===== src/rtl/norm_shift_controller.sv =====
// Normalization sequencer for the fraction datapath.
// It finds the leading one with a serial scan, one bit per cycle. It drives an
// external left-shifter, then returns the normalized fraction and the adjusted
// exponent through valid/ready handshakes.
module norm_shift_controller #(
  parameter int FRAC_W = 18,
  parameter int EXP_W  = 8
) (
  input  logic              clk,
  input  logic              rst,
  input  logic              in_valid_i,
  output logic              in_ready_o,
  input  logic [FRAC_W-1:0] in_fraction_i,
  input  logic [EXP_W-1:0]  in_exponent_i,
  output logic [FRAC_W-1:0] sh_fraction_o,
  output logic [EXP_W-1:0]  sh_amount_o,
  input  logic [FRAC_W-1:0] sh_result_i,
  output logic              out_valid_o,
  input  logic              out_ready_i,
  output logic [FRAC_W-1:0] out_fraction_o,
  output logic [EXP_W-1:0]  out_exponent_o,
  output logic              out_zero_o,
  output logic              out_underflow_o,
  output logic              busy_o
);

  typedef enum logic [1:0] {
    IDLE  = 2'd0,
    SCAN  = 2'd1,
    APPLY = 2'd2,
    DONE  = 2'd3
  } state_t;

  state_t            state_q, state_d;
  logic [FRAC_W-1:0] frac_q, frac_d;
  logic [EXP_W-1:0]  exp_q, exp_d;
  logic [EXP_W-1:0]  count_q, count_d;
  logic [FRAC_W-1:0] outFrac_q, outFrac_d;
  logic [EXP_W-1:0]  outExp_q, outExp_d;
  logic              outZero_q, outZero_d;
  logic              outUnderflow_q, outUnderflow_d;
  logic              scanBit;

  // Select the fraction bit under test, counting down from the MSB by the scan count
  always_comb begin
    scanBit = 1'b0;
    for (int i = 0; i < FRAC_W; i++) begin
      if (count_q == EXP_W'(i)) begin
        scanBit = frac_q[FRAC_W-1-i];
      end
    end
  end

  // Next-state and next-register logic for the IDLE/SCAN/APPLY/DONE sequence
  always_comb begin
    state_d        = state_q;
    frac_d         = frac_q;
    exp_d          = exp_q;
    count_d        = count_q;
    outFrac_d      = outFrac_q;
    outExp_d       = outExp_q;
    outZero_d      = outZero_q;
    outUnderflow_d = outUnderflow_q;
    case (state_q)
      IDLE: begin
        if (in_valid_i) begin
          frac_d         = in_fraction_i;
          exp_d          = in_exponent_i;
          count_d        = '0;
          outUnderflow_d = 1'b0;
          if (in_fraction_i == '0) begin
            outFrac_d = '0;
            outExp_d  = '0;
            outZero_d = 1'b1;
            state_d   = DONE;
          end else begin
            outZero_d = 1'b0;
            state_d   = SCAN;
          end
        end
      end
      SCAN: begin
        if (scanBit) begin
          outUnderflow_d = 1'b0;
          state_d        = APPLY;
        end else if (count_q == exp_q) begin
          outUnderflow_d = 1'b1;
          state_d        = APPLY;
        end else begin
          count_d = count_q + EXP_W'(1);
        end
      end
      APPLY: begin
        outFrac_d = sh_result_i;
        outExp_d  = exp_q - count_q;
        state_d   = DONE;
      end
      DONE: begin
        if (out_ready_i) begin
          outFrac_d      = '0;
          outExp_d       = '0;
          outZero_d      = 1'b0;
          outUnderflow_d = 1'b0;
          count_d        = '0;
          state_d        = IDLE;
        end
      end
      default: state_d = IDLE;
    endcase
  end

  // State and datapath registers; reset discards any operand in flight
  always_ff @(posedge clk or posedge rst) begin
    if (rst) begin
      state_q        <= IDLE;
      frac_q         <= '0;
      exp_q          <= '0;
      count_q        <= '0;
      outFrac_q      <= '0;
      outExp_q       <= '0;
      outZero_q      <= 1'b0;
      outUnderflow_q <= 1'b0;
    end else begin
      state_q        <= state_d;
      frac_q         <= frac_d;
      exp_q          <= exp_d;
      count_q        <= count_d;
      outFrac_q      <= outFrac_d;
      outExp_q       <= outExp_d;
      outZero_q      <= outZero_d;
      outUnderflow_q <= outUnderflow_d;
    end
  end

  assign in_ready_o      = (state_q == IDLE);
  assign busy_o          = (state_q != IDLE);
  assign out_valid_o     = (state_q == DONE);
  assign sh_fraction_o   = frac_q;
  assign sh_amount_o     = count_q;
  assign out_fraction_o  = outFrac_q;
  assign out_exponent_o  = outExp_q;
  assign out_zero_o      = outZero_q;
  assign out_underflow_o = outUnderflow_q;

endmodule


===== config.mk =====
export PLATFORM = sky130hd
export DESIGN_NAME = norm_shift_controller
export DESIGN_NICKNAME = d
export VERILOG_FILES = /design/src/rtl/norm_shift_controller.sv
export SDC_FILE = /design/constraint.sdc
export NUM_CORES = 1
export LEC_CHECK = 0
export CORE_MARGIN = 2
export CORE_UTILIZATION = 40
export CTS_BUF_LIST = sky130_fd_sc_hd__clkbuf_8
export DETAILED_ROUTE_END_ITERATION = 12
export PLACE_DENSITY = 0.71
export SETUP_SLACK_MARGIN = 0.1
export SYNTH_ARGS = -nofsm -noshare
export SYNTH_HDL_FRONTEND = slang
export SYNTH_SLANG_ARGS = --single-unit
export TNS_END_PERCENT = 1

===== constraint.sdc =====
create_clock -name clk -period 2.3 [get_ports clk]
set_input_delay 0.46 -clock clk [delete_from_list [all_inputs] [get_ports clk]]
set_output_delay 0.46 -clock clk [all_outputs]
set_load 0.05 [all_outputs]

Yosys cells after proc, flatten, opt, wreduce, memory -nomap -nowiden
Index checks and enable logic that the tools add are counted.

Bits in registers: 64. Input port bits: 48. Output and inout port bits: 57. Word-level logic and storage cells: 94.

$add $sub $neg: 2. Equality and inequality tests: 27. Mux-type cells: 44. Reductions and logical operators: 13.

Operator list (count): == test 8 x 4 -> 1 bit, second input constant (8); 2-to-1 mux 18 bit (3); case mux 18 bit (3 select lines) (1); 2-to-1 mux 8 bit (6); case mux 8 bit (3 select lines) (2); == test 8 x 3 -> 1 bit, second input constant (4); 2-to-1 mux 1 bit (24); zero test 18 bit (1); == test 8 x 2 -> 1 bit, second input constant (2); == test 8 x 5 -> 1 bit, second input constant (2); 2-to-1 mux 2 bit (5); adder 8 x 1 -> 8 bit, second input constant (1); == test 8 x 1 -> 1 bit, second input constant (1); == test 8 bit (1); zero test 8 bit (1); case mux 2 bit (4 select lines) (1); AND reduction 4 bit (2); subtractor 8 bit (1); != test 2 bit, second input constant (3); AND reduction 3 bit (2); nonzero test 3 bit (2); AND reduction 5 bit (1); == test 2 bit, second input constant (2); != test 2 x 1 -> 1 bit, second input constant (2); 7 further kinds (8).

Depth between registers and ports, before layout
Depth after elaboration: 21. Depth in mapped cells: 11. Mapped depth without buffers: 11.

Least setup slack after synthesis
No wires, ideal clock.

Kind: reg-to-reg. Start point: register count_q[1], in the netlist sh_amount_o[1]. End point: register count_q[6], in the netlist sh_amount_o[6]. Library setup time: 0.124 ns. Arrival: 2.581 ns. Required time: 2.176 ns. Slack: -0.405 ns. Stages on the path, launching flop included: 8. Buffers on the path: 0. Period minus slack after synthesis: 2.705 ns. Cell sequence: dfrtp_1 > inv_1 > ha_1 > or4_4 > a311oi_2 > o2bb2ai_1 > nor3_1 > a211o_1.

Longest elaborated chain between the ends: 21. Elaborated cells on any way between the ends: 44. Classes of those cells: add/sub (1); eq/ne (20); mux (21); reduce/logical (2).

RTL lines: start, declared (RTL line 37) `logic [EXP_W-1:0] count_q, count_d;`; start signal, assigned (RTL line 127) `count_q <= count_d;`; zero test 8 bit (RTL line 48) `if (count_q == EXP_W'(i)) begin`; 2-to-1 mux 1 bit (18 in series) (RTL line 48); != test 2 bit (no source line); AND reduction 5 bit (no source line).

Several ways; a longest one is shown, not always the timed one. The select of a mux whose other input is x is not followed. A chain may end at the register's enable or synchronous reset.

Worst setup path in the final report
Start point: register count_q[0], in the netlist sh_amount_o[0]. End point: register count_q[4], in the netlist sh_amount_o[4].

Same word-level chain as after synthesis.

==> results.tsv <==
stage	metric	value	unit
synthesis	yosys.cell_count.top_type	nand2_1	
synthesis	yosys-top-cells-count	71 x nand2_1, 64 x dfrtp_1, 32 x o21ai_0, 26 x mux2_2, 18 x inv_1	
placement	half_perimeter_wire_length_of_the_detailed_placement_result	6.39	mm
drt	num_vias	3063	
critical_path	worst-r2r-cell-count	11	
clock_network	cts.reportedPaths.clkPinSlew	0.07	ns
synthesis	seq_area_frac_synth	0.475	
drt	firstDrtPassIters	4	
clock_network	cts_bufs_inserted	9	
synthesis	yosys_warnings	0	
drt	drt-total-wl	8.91	mm
pwr	static-leakage-power	2.18	nW
synthesis	synth_fp_nets	414	
finish	area_growth	51.4	%
flow_run	cap_violations	0	
synthesis	synth_cell_type_count	49	
sta	slew_headroom	0.652	
drt	post_drt_via_cell_ratio	5.18	
drt	drt_drc_violations_left	0	
synthesis	yosys_most_used_dff	dfrtp_1	
synthesis	postSynth.asyncResetShare	1.00	
critical_path	crit_fanout	5	
pwr	total_power	7.67	mW
critical_path	reg2reg_slack	-0.10	ns
drt	antenna_violating_nets_post_route	0	
sta	tightest_slew	0.520	ns
sta	setup_viol	6	
critical_path	crit_path_frequent_cell	buf_4	
sta	hold_violation_total_from_the_final_report	0	
floorplanning	area_of_the_die	9190	sq um
global_route	maximum_number_of_pins_on_one_net_before_global_route_repair	65	
critical_path	largest_stage_delay_on_the_critical_path	0.46	ns
global_route	overall_routing_resource_usage	0.196	
synthesis	synth_largest_area_cell	dfrtp_1	
synthesis	syn_inst	350	
sta	finalMaxSlewViolations	0	
critical_path	cp_num_buf_inv	5	
critical_path	crit-reg2reg-launch	sh_amount_o[0]	
sta	grt_setup_unrepaired	true	
sta	final_min_period_over_clock_period	1.04	
finish	fin_cells	591	
placement	gp_congestion	0.820	
placement	place.detailed.instances	570	
clock_network	clock_sink_count	64	
placement	numPortBuffers	104	
sta	clock-skew-final	0.00685	ns
floorplanning	ioPinCount	105	
clock_network	htree_num_levels	3	
critical_path	worst_path_max_delay_cell	dfrtp_2	
global_route	first_pass_grt_wire_length	13.9	mm
floorplanning	fp.dieW	95.9	microns
critical_path	path_class	reg -> reg	
finish	drive_gt1_frac	0.220	
clock_network	clock-root-buffer	clkbuf_8	
synthesis	cells_taking_the_most_area_after_synthesis	dfrtp_1 47%, mux2_2 8.7%, nand2_1 7.9%, ha_1 5.6%, o21ai_0 4.7%	
critical_path	worstReg2RegEnd	sh_amount_o[4]	
clock_network	cts_hold_buf	0	
min_path	worst_hold_path.num_cells	2	
drt	initialDrtViolationCount	74	
finish	fillCellCount	702	
clock_network	tritoncts_clock_tree	yes	
critical_path	critical_path.endpoint_type	register	
critical_path	worst-endpoint-arrival	2.61	ns
critical_path	critical_path_required	2.51	ns
synthesis	synth.cell_area	3370	sq um
finish	nNetsFinal	545	
pwr	power_density	1500	nW/um^2
sta	crit_path_setup_slack_layout	-0.103	ns
floorplanning	initial_core_util	0.411	
critical_path	start_kind	register	
global_route	grt_overflow_total	0	
clock_network	clkLatencyLatePin	0.34	ns
global_route	via_count_of_the_first_global_routing_pass	2966	
critical_path	worstPathCellList	inv_4, buf_4, ha_4, buf_4, inv_1, o32ai_1, o21ai_2, buf_4, o2bb2ai_2, o311ai_1, o211ai_1	
floorplanning	floorplan.rows	33	
floorplanning	coreArea	8220	sq um
global_route	antenna_found_initial	0	
min_path	hp-start	out_exponent_o[4]	
synthesis	synth_edf_count	0	
drt	detail_route.wl_per_cell	15.1	microns
outcome	run_status	finished, violations left	
sta	post-route-min-period	2.40	ns
sta	maxClockFrequency	0.416	GHz
synthesis	yosys_register_bits	64	
finish	num_antenna_cells	0	
synthesis	syn_area_per_cell	9.64	sq um
critical_path	worst_path_dominant_cell_family	compound AO/OA/AOI/OAI gates	
floorplanning	die_height	95.9	microns
outcome	violated_checks	setup timing	
min_path	hold_class	reg -> reg	
pwr	power.ir.vdd_worst	0.000911	V
min_path	holdPathEnd	out_exponent_o[4]	
critical_path	crit_start	sh_amount_o[0]	
synthesis	synth_top_area_frac	0.475	
clock_network	cts-root-to-sink-buffers	2	
==> placed cells by master (no fill, tap or decap), types with 8 or more instances in the layout <==
cell type        Yosys  final
o21ai_0             32     30
o211ai_1             8      8
clkbuf_8             0     11
inv_1               18     17
dfrtp_1             64     59
nand3_1              8      8
nand2_1             71     71
a21oi_1             11      8
nor2_1              11     10
clkdlybuf4s50_1      0     97
buf_4                0     33
mux2_2              26     26
ha_1                15     10
==> kinds of logic after synthesis <==
kind of cell / synth area share
buffers and inverters: 0.0400
AND/OR/NAND/NOR: 0.161
XOR/XNOR: 0.0182
AO/OA/AOI/OAI: 0.149
multiplexers: 0.0957
adder cells (fa/ha/maj): 0.0616
flip-flops: 0.475
==> area by class of cell <==
| class | instances | area (sq um) | share of cell area |
|---|---|---|---|
| sequential | 64 | 1610 | 0.315 |
| timing repair buffer | 137 | 1320 | 0.258 |
| clock inverter | 5 | 47.5 | 0.00931 |
| multi-input combinational | 250 | 1780 | 0.348 |
| tap | 105 | 131 | 0.0257 |
| inverter | 19 | 76.3 | 0.0149 |
| clock buffer | 11 | 151 | 0.0296 |
==> worst reg2reg max path, stage by stage (launching register included) <==
cell       delay, ns
dfrtp_2         0.46
inv_4           0.10
buf_4           0.12
ha_4            0.15
buf_4           0.14
inv_1           0.04
o32ai_1         0.35
o21ai_2         0.16
buf_4           0.16
o2bb2ai_2       0.14
o311ai_1        0.33
o211ai_1        0.13
==> worst max path at each step <==
stage | cells after the start | endpoint | slack (ns)
after floorplan | 9 | sh_amount_o[5] | -0.05
after global placement | 7 | out_fraction_o[14] | -0.14
final | 11 | sh_amount_o[4] | -0.10
after global routing | 11 | sh_amount_o[2] | -0.19
after CTS | 9 | sh_amount_o[2] | -0.07
after detailed placement | 7 | out_fraction_o[14] | -0.18
==> timing repair <==
action,4_1_cts,5_1_grt
pin swaps,4,8
setup endpoints to repair,11,24
gates resized for setup,2,13
setup buffers,1,4
==> metrics by stage <==
stage | setup slack, ns | utilization | instance area, sq um | setup TNS [ns] | hold WS (ns)
finish | -0.103 | 0.622 | 5110 | -0.347 | 0.483
global route | -0.185 | 0.622 | 5110 | -1.13 | 0.500
CTS | -0.0694 | 0.611 | 5020 | -0.256 | 0.486
detailed placement | -0.181 | 0.586 | 4810 | -4.50 | 0.470
global placement | -0.137 | 0.586 | 4810 | -3.62 | 0.460
floorplan | -0.0533 | - | 3480 | -0.261 | 0.479
==> power by group <==
group | switching (mW) | internal, mW
combinational | 2.91 | 1.88
sequential | 0.321 | 1.58
clock | 0.424 | 0.548
total | 3.66 | 4.01
==> routing by layer <==
| metal | wire length, microns | track usage | vias up |
|---|---|---|---|
| li1 | - | - | 1480 |
| met4 | 105 | 0.0750 | 0 |
| met5 | 0 | 0 | - |
| met2 | 4250 | 0.322 | 122 |
| met1 | 3880 | 0.248 | 1448 |
| met3 | 672 | 0.0493 | 13 |
==> state kept, by name (all words and copies together) (netlist names) <==
register and cells:
exp_q 8, out_exponent_o 8, out_fraction_o 18, out_underflow_o 1
out_zero_o 1, sh_amount_o 8, sh_fraction_o 18, state_q 2
Note: power is estimated with default switching activity, not from simulation.
